--- src/rtl/fifo_pkg.sv ---
// Shared constants and elaboration helpers for the synchronous flag FIFO.
package fifo_pkg;

    localparam int DEF_WIDTH = 8;
    localparam int DEF_DEPTH = 8;
    localparam int DEF_ADDR  = 3;

    function automatic int clog2(input int value);
        int r;
        int v;
        r = 0;
        v = value - 1;
        while (v > 0) begin
            r++;
            v = v >> 1;
        end
        return r;
    endfunction

    // Depth must be an exact power of two so pointer wrap and memory index agree.
    function automatic bit params_ok(input int depth, input int addr,
                                     input int afull_th, input int aempty_th);
        return (depth == (1 << addr)) && (clog2(depth) == addr) &&
               (afull_th >= 1) && (afull_th <= depth) &&
               (aempty_th >= 0) && (aempty_th <= depth - 1);
    endfunction

endpackage

--- src/rtl/sync_fifo_mem.sv ---
// DEPTH x WIDTH storage: one synchronous write port, one asynchronous read port.
module sync_fifo_mem
    import fifo_pkg::*;
#(
    parameter int WIDTH = DEF_WIDTH,
    parameter int DEPTH = DEF_DEPTH,
    parameter int ADDR  = DEF_ADDR
) (
    input  logic             clk,
    input  logic             we,
    input  logic [ADDR-1:0]  waddr,
    input  logic [WIDTH-1:0] wdata,
    input  logic [ADDR-1:0]  raddr,
    output logic [WIDTH-1:0] rdata
);

    logic [WIDTH-1:0] mem [DEPTH];

    // NOTE: storage has no reset; the pointers define which entries are valid,
    // and leaving it out lets the array map onto plain registers or LUT RAM.
    always_ff @(posedge clk) begin
        if (we) begin
            mem[waddr] <= wdata;
        end
    end

    assign rdata = mem[raddr];

endmodule

--- src/rtl/sync_fifo_flags.sv ---
// Single-clock FIFO with exact occupancy, almost-full/empty thresholds,
// optional first-word-fall-through output and sticky error flags.
module sync_fifo_flags
    import fifo_pkg::*;
#(
    parameter int WIDTH     = DEF_WIDTH,
    parameter int DEPTH     = DEF_DEPTH,
    parameter int ADDR      = DEF_ADDR,
    parameter int AFULL_TH  = 6,
    parameter int AEMPTY_TH = 2,
    parameter int FWFT      = 0
) (
    input  logic             clk,
    input  logic             rst_n,
    input  logic             winc,
    input  logic [WIDTH-1:0] wdata,
    input  logic             rinc,
    output logic [WIDTH-1:0] rdata,
    output logic             wfull,
    output logic             rempty,
    output logic             walmost_full,
    output logic             ralmost_empty,
    output logic [ADDR:0]    count,
    output logic             overflow,
    output logic             underflow,
    input  logic             clr_err
);

    if (!params_ok(DEPTH, ADDR, AFULL_TH, AEMPTY_TH)) begin : g_bad_params
        $error("sync_fifo_flags: illegal DEPTH/ADDR/threshold combination");
    end

    localparam logic [ADDR:0] DEPTH_CNT  = (ADDR+1)'(DEPTH);
    localparam logic [ADDR:0] AFULL_CNT  = (ADDR+1)'(AFULL_TH);
    localparam logic [ADDR:0] AEMPTY_CNT = (ADDR+1)'(AEMPTY_TH);

    logic [ADDR:0]    wptr;
    logic [ADDR:0]    rptr;
    logic [WIDTH-1:0] mem_rdata;
    logic             w_acc;
    logic             r_acc;

    // Flags decode the registered pointers directly, so they are exact every cycle.
    assign count         = wptr - rptr;
    assign wfull         = (count == DEPTH_CNT);
    assign rempty        = (count == '0);
    assign walmost_full  = (count >= AFULL_CNT);
    assign ralmost_empty = (count <= AEMPTY_CNT);

    assign w_acc = winc && !wfull;
    assign r_acc = rinc && !rempty;

    sync_fifo_mem #(
        .WIDTH (WIDTH),
        .DEPTH (DEPTH),
        .ADDR  (ADDR)
    ) u_mem (
        .clk   (clk),
        .we    (w_acc),
        .waddr (wptr[ADDR-1:0]),
        .wdata (wdata),
        .raddr (rptr[ADDR-1:0]),
        .rdata (mem_rdata)
    );

    // NOTE: every clocked register below uses <= so all of them sample the
    // pre-edge values, which keeps accept decisions on the old pointers.
    always_ff @(posedge clk or negedge rst_n) begin
        if (!rst_n) begin
            wptr <= '0;
            rptr <= '0;
        end else begin
            if (w_acc) wptr <= wptr + 1'b1;
            if (r_acc) rptr <= rptr + 1'b1;
        end
    end

    // A fresh error on the same edge as clr_err keeps the flag set.
    always_ff @(posedge clk or negedge rst_n) begin
        if (!rst_n) begin
            overflow  <= 1'b0;
            underflow <= 1'b0;
        end else begin
            overflow  <= (winc && wfull)  || (overflow  && !clr_err);
            underflow <= (rinc && rempty) || (underflow && !clr_err);
        end
    end

    if (FWFT != 0) begin : g_fwft
        assign rdata = mem_rdata;
    end else begin : g_reg_read
        logic [WIDTH-1:0] rdata_q;

        always_ff @(posedge clk or negedge rst_n) begin
            if (!rst_n) begin
                rdata_q <= '0;
            end else if (r_acc) begin
                rdata_q <= mem_rdata;
            end
        end

        assign rdata = rdata_q;
    end

endmodule

--- config.mk ---
export PLATFORM = sky130hd
export DESIGN_NAME = sync_fifo_flags
export DESIGN_NICKNAME = d
export VERILOG_FILES = /design/src/rtl/fifo_pkg.sv /design/src/rtl/sync_fifo_mem.sv /design/src/rtl/sync_fifo_flags.sv
export SDC_FILE = /design/constraint.sdc
export NUM_CORES = 1
export LEC_CHECK = 0
export CORE_AREA = 2 2 81 83
export CTS_CLUSTER_DIAMETER = 30
export DETAILED_ROUTE_END_ITERATION = 6
export DIE_AREA = 0 0 83 85
export PLACE_DENSITY = 0.77
export SLEW_MARGIN = 40
export SYNTH_ARGS = -nofsm -noshare
export SYNTH_HDL_FRONTEND = slang
export SYNTH_SLANG_ARGS = --single-unit
--- constraint.sdc ---
create_clock -name clk -period 3.59 [get_ports clk]
set_input_delay 0.718 -clock clk [delete_from_list [all_inputs] [get_ports clk]]
set_output_delay 0.718 -clock clk [all_outputs]
set_load 0.005 [all_outputs]
==> summary.md <==
| Metric | Value |
|---|---|
| Status | `finished, final reports clean` |
| Max Cap Viol | `0` |
| Critical path arrival | `2710 ps` |
| Area delta synth->final | `19.6%` |
| Nets@finish | `262` |
| Vias/cell | `5.54` |
| Final setup vio count | `0` |
| CTS Sinks | `82` |
| Largest net degree at the start of global routing | `20` |
| Netlist cell types | `33` |
| Worst Tran Pin Value | `roughly 550 ps` |
| Top cells by count, synth | `edfxtp_1 (64), nand2_1 (29), dfrtp_1 (18), mux4_2 (16), mux2_4 (10)` |
| Share of cells above drive strength 1 | `24.6%` |
| Post-CTS sizing | `1` |
| Post-CTS Setup Inserts | `0` |
| Clk pin slew, worst setup/hold paths | `80 ps` |
| Fmax | `292 MHz` |
| Pwr dens | `938 nW/um2` |
| Clock buffer depth | `2` |
| All-Layer GR Usage | `19.1%` |
| Slowest stage delay, CP | `between 500 and 600 ps` |
| Post-layout min period | `3430 ps` |
| Clock root buffer | `clkbuf_8` |
| Top-area cell type share of the netlist area | `56.3%` |
| WL/cell | `approximately 19 um` |
| Vias in the first global route | `1820` |
| Max-slew violation count | `0` |
| Yosys reg bits | `82` |
| Skew final | `8.63 ps` |
| Crit end category | `output pin` |
| Initial Utilization | `55.0%` |
| Cts hold-fix bufs | `0` |
| Synth async-reset ratio | `22.0%` |
| R2r setup slk | `980 ps` |
| Grt total ovfl | `0` |
| Synth area leaders | `edfxtp_1 (56%), dfrtp_1 (13%), mux4_2 (11%)` |
| DRT Wirelength | `between 6 and 7 mm` |
| Placed cells | `309` |
| Total chip power | `3830 uW` |
| Core Box Area | `6200 um2` |
| Reg2reg end | `rdata[4]$_DFFE_PN0P_` |
| Fillers | `434` |
| Final hold viol count | `0` |
| H-Tree Depth | `3` |
| Synth Instances | `about 200` |
| Final Cycle Share | `95.5%` |
| EDFF count, synth | `64` |
| Initial antenna violation count | `0` |
| Non-filler cells in the finished layout | `325` |
| Peak VDD IR | `1010 uV` |
| Syn nets | `214` |
| Drt first-iter violations | `159` |
| Gp weighted congestion | `~0.77` |
| CP required | `about 2900 ps` |
| Num CTS Buffers | `9` |
| Area of the multi-input gates | `992 um2` |
| DP HPWL | `approximately 3.8 mm` |
| Iteration count of the initial detailed-routing pass | `4` |
| Startpoint types | `register` |
| CP max FO | `7` |
| Worst rel slew slack | `63.2%` |
| Die area | `7060 um2` |
| Crit Path Category | `register to output pin` |
| Drt drc | `0` |
| DR vias | `1799` |
| Most frequent cell after synthesis | `edfxtp_1` |
| RSZ-0062 raised after global routing | `no` |
| Diode count | `0` |
| Hold WC Path Type | `input pin to asynchronous set/reset pin` |
| Synth warnings | `0` |
| Slowest-stage cell, CP | `clkdlybuf4s50_1` |
| Sequential element share of the synthesized area | `69.5%` |
| CP Cell Sequence | `inv_1 > ha_1 > fa_1 > xor2_1 > nand3_4 > a21oi_4 > clkdlybuf4s50_1` |
| Cell area after synthesis | `3410 um2` |
| FF-to-FF Start | `wptr[0]$_DFFE_PN0P_` |
| Die width | `between 80 and 90 um` |
| Post-DRT Antenna Nets | `0` |
| CTS tree | `yes` |
| Top FF cell, synth | `edfxtp_1` |
| Number of port buffers | `30` |
| Global-route wire length before repair | `9.76 mm` |
| Row cnt | `29` |
| Path depth of the worst reg2reg path | `7` |
| Dominant cell type by area after synthesis | `edfxtp_1` |
| Leakage | `0.00152 uW` |
| Register Area | `about 2400 um2` |
| Cell family with most CP delay | `buffers and inverters` |
| Setup TNS | `0 ps` |
| Die span in y | `85 um` |
| Syn avg cell area | `17.5 um2` |
| Clk_lat worst skew | `350 ps` |
| Io pins | `31` |
| WP buf/inv | `2` |
-- cell families after synthesis --
logic type	after synthesis	synth area share (%)
compound gates	12	2.93
xor+xnor	8	2.05
fa+ha+maj	6	2.42
buf+inv	15	1.98
flops	82	69.5
mux	26	15.0
simple gates	46	6.16
-- metal layers --
metal	global-route usage (%)	part of all wire [%]	routed length (um)
met3	3.79	3.2	198
met4	10.3	2.4	151
met5	0	0	0
met1	24.8	45	2760
met2	30.8	50	3070
-- flip-flops by register name, indices dropped and copies added, names as in the netlist --
register	cells
wptr	4
u_mem.mem	64
underflow	1
overflow	1
rptr	4
rdata	8
-- how the worst max path moves through the flow --
stage                                      endpoint                start  slack (ps)  cells after the start
after floorplan           u_mem.mem[0][0]$_DFFE_PP_  rptr[1]$_DFFE_PN0P_         420                      9
after CTS                                     wfull  wptr[0]$_DFFE_PN0P_          80                      7
after global routing                  ralmost_empty  wptr[0]$_DFFE_PN0P_          30                      7
after detailed placement                      wfull  wptr[0]$_DFFE_PN0P_         360                      7
after global placement                        wfull  wptr[0]$_DFFE_PN0P_         460                      7
final                                         wfull  wptr[0]$_DFFE_PN0P_         160                      7
-- layout make-up --
cell class	instances	share of cell area, %
Multi-Input combinational cell	98	24.3
Clock buffer	9	3.03
Sequential cell	82	58.1
Clock inverter	7	1.69
Inverter	10	1.04
Tap cell	77	2.36
Timing Repair Buffer	42	9.44
-- report_power, final --
part | total, uW | switching [uW] | internal, uW
combinational | 1820 | 861 | 954
clock | 649 | 329 | 320
sequential | 1360 | 109 | 1250
total | 3830 | 1300 | 2530
-- metrics by stage --
step	util [%]	worst slack, ps	cell area [um2]	hold slack [ps]
after floorplan	-	418	3410	422
after global placement	62.5	456	3870	496
after detailed placement	62.4	365	3870	497
after CTS	65.5	80.6	4070	302
after global routing	65.8	33.3	4080	323
final	65.8	162	4080	300
-- cells in the final DEF (no fill, tap or decap), drive strengths merged, types with 2 or more instances in the layout --
master         instances
nand2                 29
mux2                  10
o21ai                  4
buf                   13
clkinv                 4
ha                     5
a21oi                  2
xor2                   3
nor2                   3
clkinvlp               2
nor3                   6
clkdlybuf4s50         29
a22o                   2
mux4                  16
edfxtp                64
clkbuf                 9
nor4                   2
inv                   10
xnor2                  5
dfrtp                 18
-- worst register-to-register path, delay by kind of cell (launching register included) --
family / cells / cell delay [ps]
adders and majority gates: 2 / 600
and+or+nand+nor: 1 / 190
muxes: 1 / 350
DFF: 1 / 460
buffers and inverters: 1 / 90
AOI/OAI and AO/OA: 1 / 490
xor gates and xnor gates: 1 / 310
No activity file was read; power rests on OpenSTA's default activity.
==> variant (config.mk and constraints unchanged) <==
Reset style: synchronous (`rst_n`), changed in 3 clocked blocks. Comments in the files are not updated.
--- a/src/rtl/sync_fifo_flags.sv
+++ b/src/rtl/sync_fifo_flags.sv
@@ -65,7 +65,7 @@
 
     // NOTE: every clocked register below uses <= so all of them sample the
     // pre-edge values, which keeps accept decisions on the old pointers.
-    always_ff @(posedge clk or negedge rst_n) begin
+    always_ff @(posedge clk) begin
         if (!rst_n) begin
             wptr <= '0;
             rptr <= '0;
@@ -76,7 +76,7 @@
     end
 
     // A fresh error on the same edge as clr_err keeps the flag set.
-    always_ff @(posedge clk or negedge rst_n) begin
+    always_ff @(posedge clk) begin
         if (!rst_n) begin
             overflow  <= 1'b0;
             underflow <= 1'b0;
@@ -91,7 +91,7 @@
     end else begin : g_reg_read
         logic [WIDTH-1:0] rdata_q;
 
-        always_ff @(posedge clk or negedge rst_n) begin
+        always_ff @(posedge clk) begin
             if (!rst_n) begin
                 rdata_q <= '0;
             end else if (r_acc) begin
Check against the original RTL: differs if rst_n is asserted again (counterexample within 4 cycles, from zero or initial values and one cycle with rst_n low); with rst_n held inactive, the same outputs for 10 cycles.
==> variant against the original RTL <==
Sequential cell count did not move. Clock power up 3.1%. Cell area decreased by 0.21%. Synthesized area increased by 0.62%. Core utilization is 0.14 points lower. Final cell count rose by 2.5%. Setup slack better by 0.079 ns. Routed wire length shrank 1.7%. Total power down 21%. Critical path type unchanged.
==> variant: results <==
export IMPL_synthesis_nets=227
export IMPL_p_leak_nw=1.45
export IMPL_placed_cell_area_mm2=0.00386
export IMPL_reg2reg_from="wptr[0]"
export IMPL_grt_pass1_vias=1826
export IMPL_hold_worst_slack_ns=0.465
export IMPL_wirelength_um=6080
export IMPL_hold_path_class="register to register"
export IMPL_gr_usage_all_layers_pct=18.7
export IMPL_r2r_worst_path_cells=9
export IMPL_grt_pass1_wl_um=9650
export IMPL_fin_skew_ns=0.0106
export IMPL_relSlewSlack_pct=54.3
export IMPL_r2r_end="rptr[2]"
export IMPL_status="completed"
export IMPL_via_per_inst=5.62
export IMPL_synth_async_reset_ratio_pct=0
export IMPL_ir_worst_vdd_uv=574
export IMPL_rrSetupSlack_ns=0.93
export IMPL_worstPathArrival_ns=2.63
export IMPL_grt_max_degree=23
export IMPL_synth_area_top_cells="edfxtp_1, dfxtp_1, mux4_2, mux2i_1, o211a_1"
export IMPL_drive_gt1_share_pct=21.9
export IMPL_cts_resized=0
export IMPL_ys_types=42
export IMPL_gp_congestion=0.781
==> variant: cell count changes in the layout (fill, tap and decap cells not counted), sizes merged, moves of 3 or more <==
cell | before | now
dfxtp | 0 | 18
nand2 | 29 | 20
o211a | 0 | 8
a21boi | 0 | 3
xnor2 | 5 | 1
mux2i | 0 | 11
inv | 10 | 13
dfrtp | 18 | 0
mux2 | 10 | 0
==> variant: cell families (layout without fill, tap and decap cells) <==
| family | after synthesis | in the layout | share of synthesized area (%) |
|---|---|---|---|
| XOR/XNOR | 4 | 4 | 1.02 |
| multiplexers | 27 | 27 | 13.7 |
| flip-flops | 82 | 82 | 66.4 |
| AND/OR/NAND/NOR | 44 | 44 | 6.67 |
| AO/OA/AOI/OAI | 24 | 24 | 6.48 |
| buffers and inverters | 21 | 69 | 3.28 |
| adder cells (fa/ha/maj) | 6 | 6 | 2.40 |
==> variant: how the worst max path moves through the flow <==
| stage | startpoint | to | slack [ns] | cells after the start |
|---|---|---|---|---|
| after floorplan | rptr[1] | u_mem.mem[4][0] | 0.47 | 9 |
| after detailed placement | wptr[0] | wfull | 0.48 | 7 |
| final | wptr[0] | wfull | 0.24 | 7 |
| after global placement | wptr[0] | wfull | 0.58 | 7 |
| after global routing | wptr[2] | ralmost_empty | 0.002 | 7 |
| after CTS | wptr[0] | wfull | 0.1 | 7 |
==> variant: worst register-to-register path: stages, from the launching register on <==
cell	delay [ns]
dfxtp_1	0.41
inv_1	0.13
ha_1	0.22
fa_1	0.42
xor2_2	0.20
inv_1	0.11
nor3_2	0.27
a31oi_4	0.32
and3_1	0.32
o21a_1	0.17
==> variant: area by class of cell <==
cell class,instances,area (um^2)
tap,77,96.3
clock inverter,7,77.6
inverter,11,41.3
timing repair buffer,42,385
sequential,82,2280
clock buffer,9,124
fill,431,2130
multi-input combinational,105,1070
==> variant: metrics by stage <==
stage	instances	worst slack (ns)	utilization, %
final	333	0.241	65.6
after global routing	333	0.00226	65.6
after CTS	333	0.0960	65.4
after detailed placement	317	0.484	62.1
after global placement	317	0.575	62.0
after floorplan	208	0.470	-
==> variant: layer usage <==
metal | part of all wire, % | global-route usage, % | up-vias
met5 | 0 | 0 | -
met4 | 1.8 | 8.64 | 0
met3 | 9.1 | 4.28 | 11
met2 | 49 | 29.8 | 67
met1 | 40 | 24.8 | 909
li1 | - | - | 886
==> variant: report_power, final <==
group	switching [mW]	total [mW]	internal, mW
clock	0.341	0.669	0.327
sequential	0.0657	1.23	1.16
combinational	0.528	1.12	0.597
total	0.935	3.02	2.09
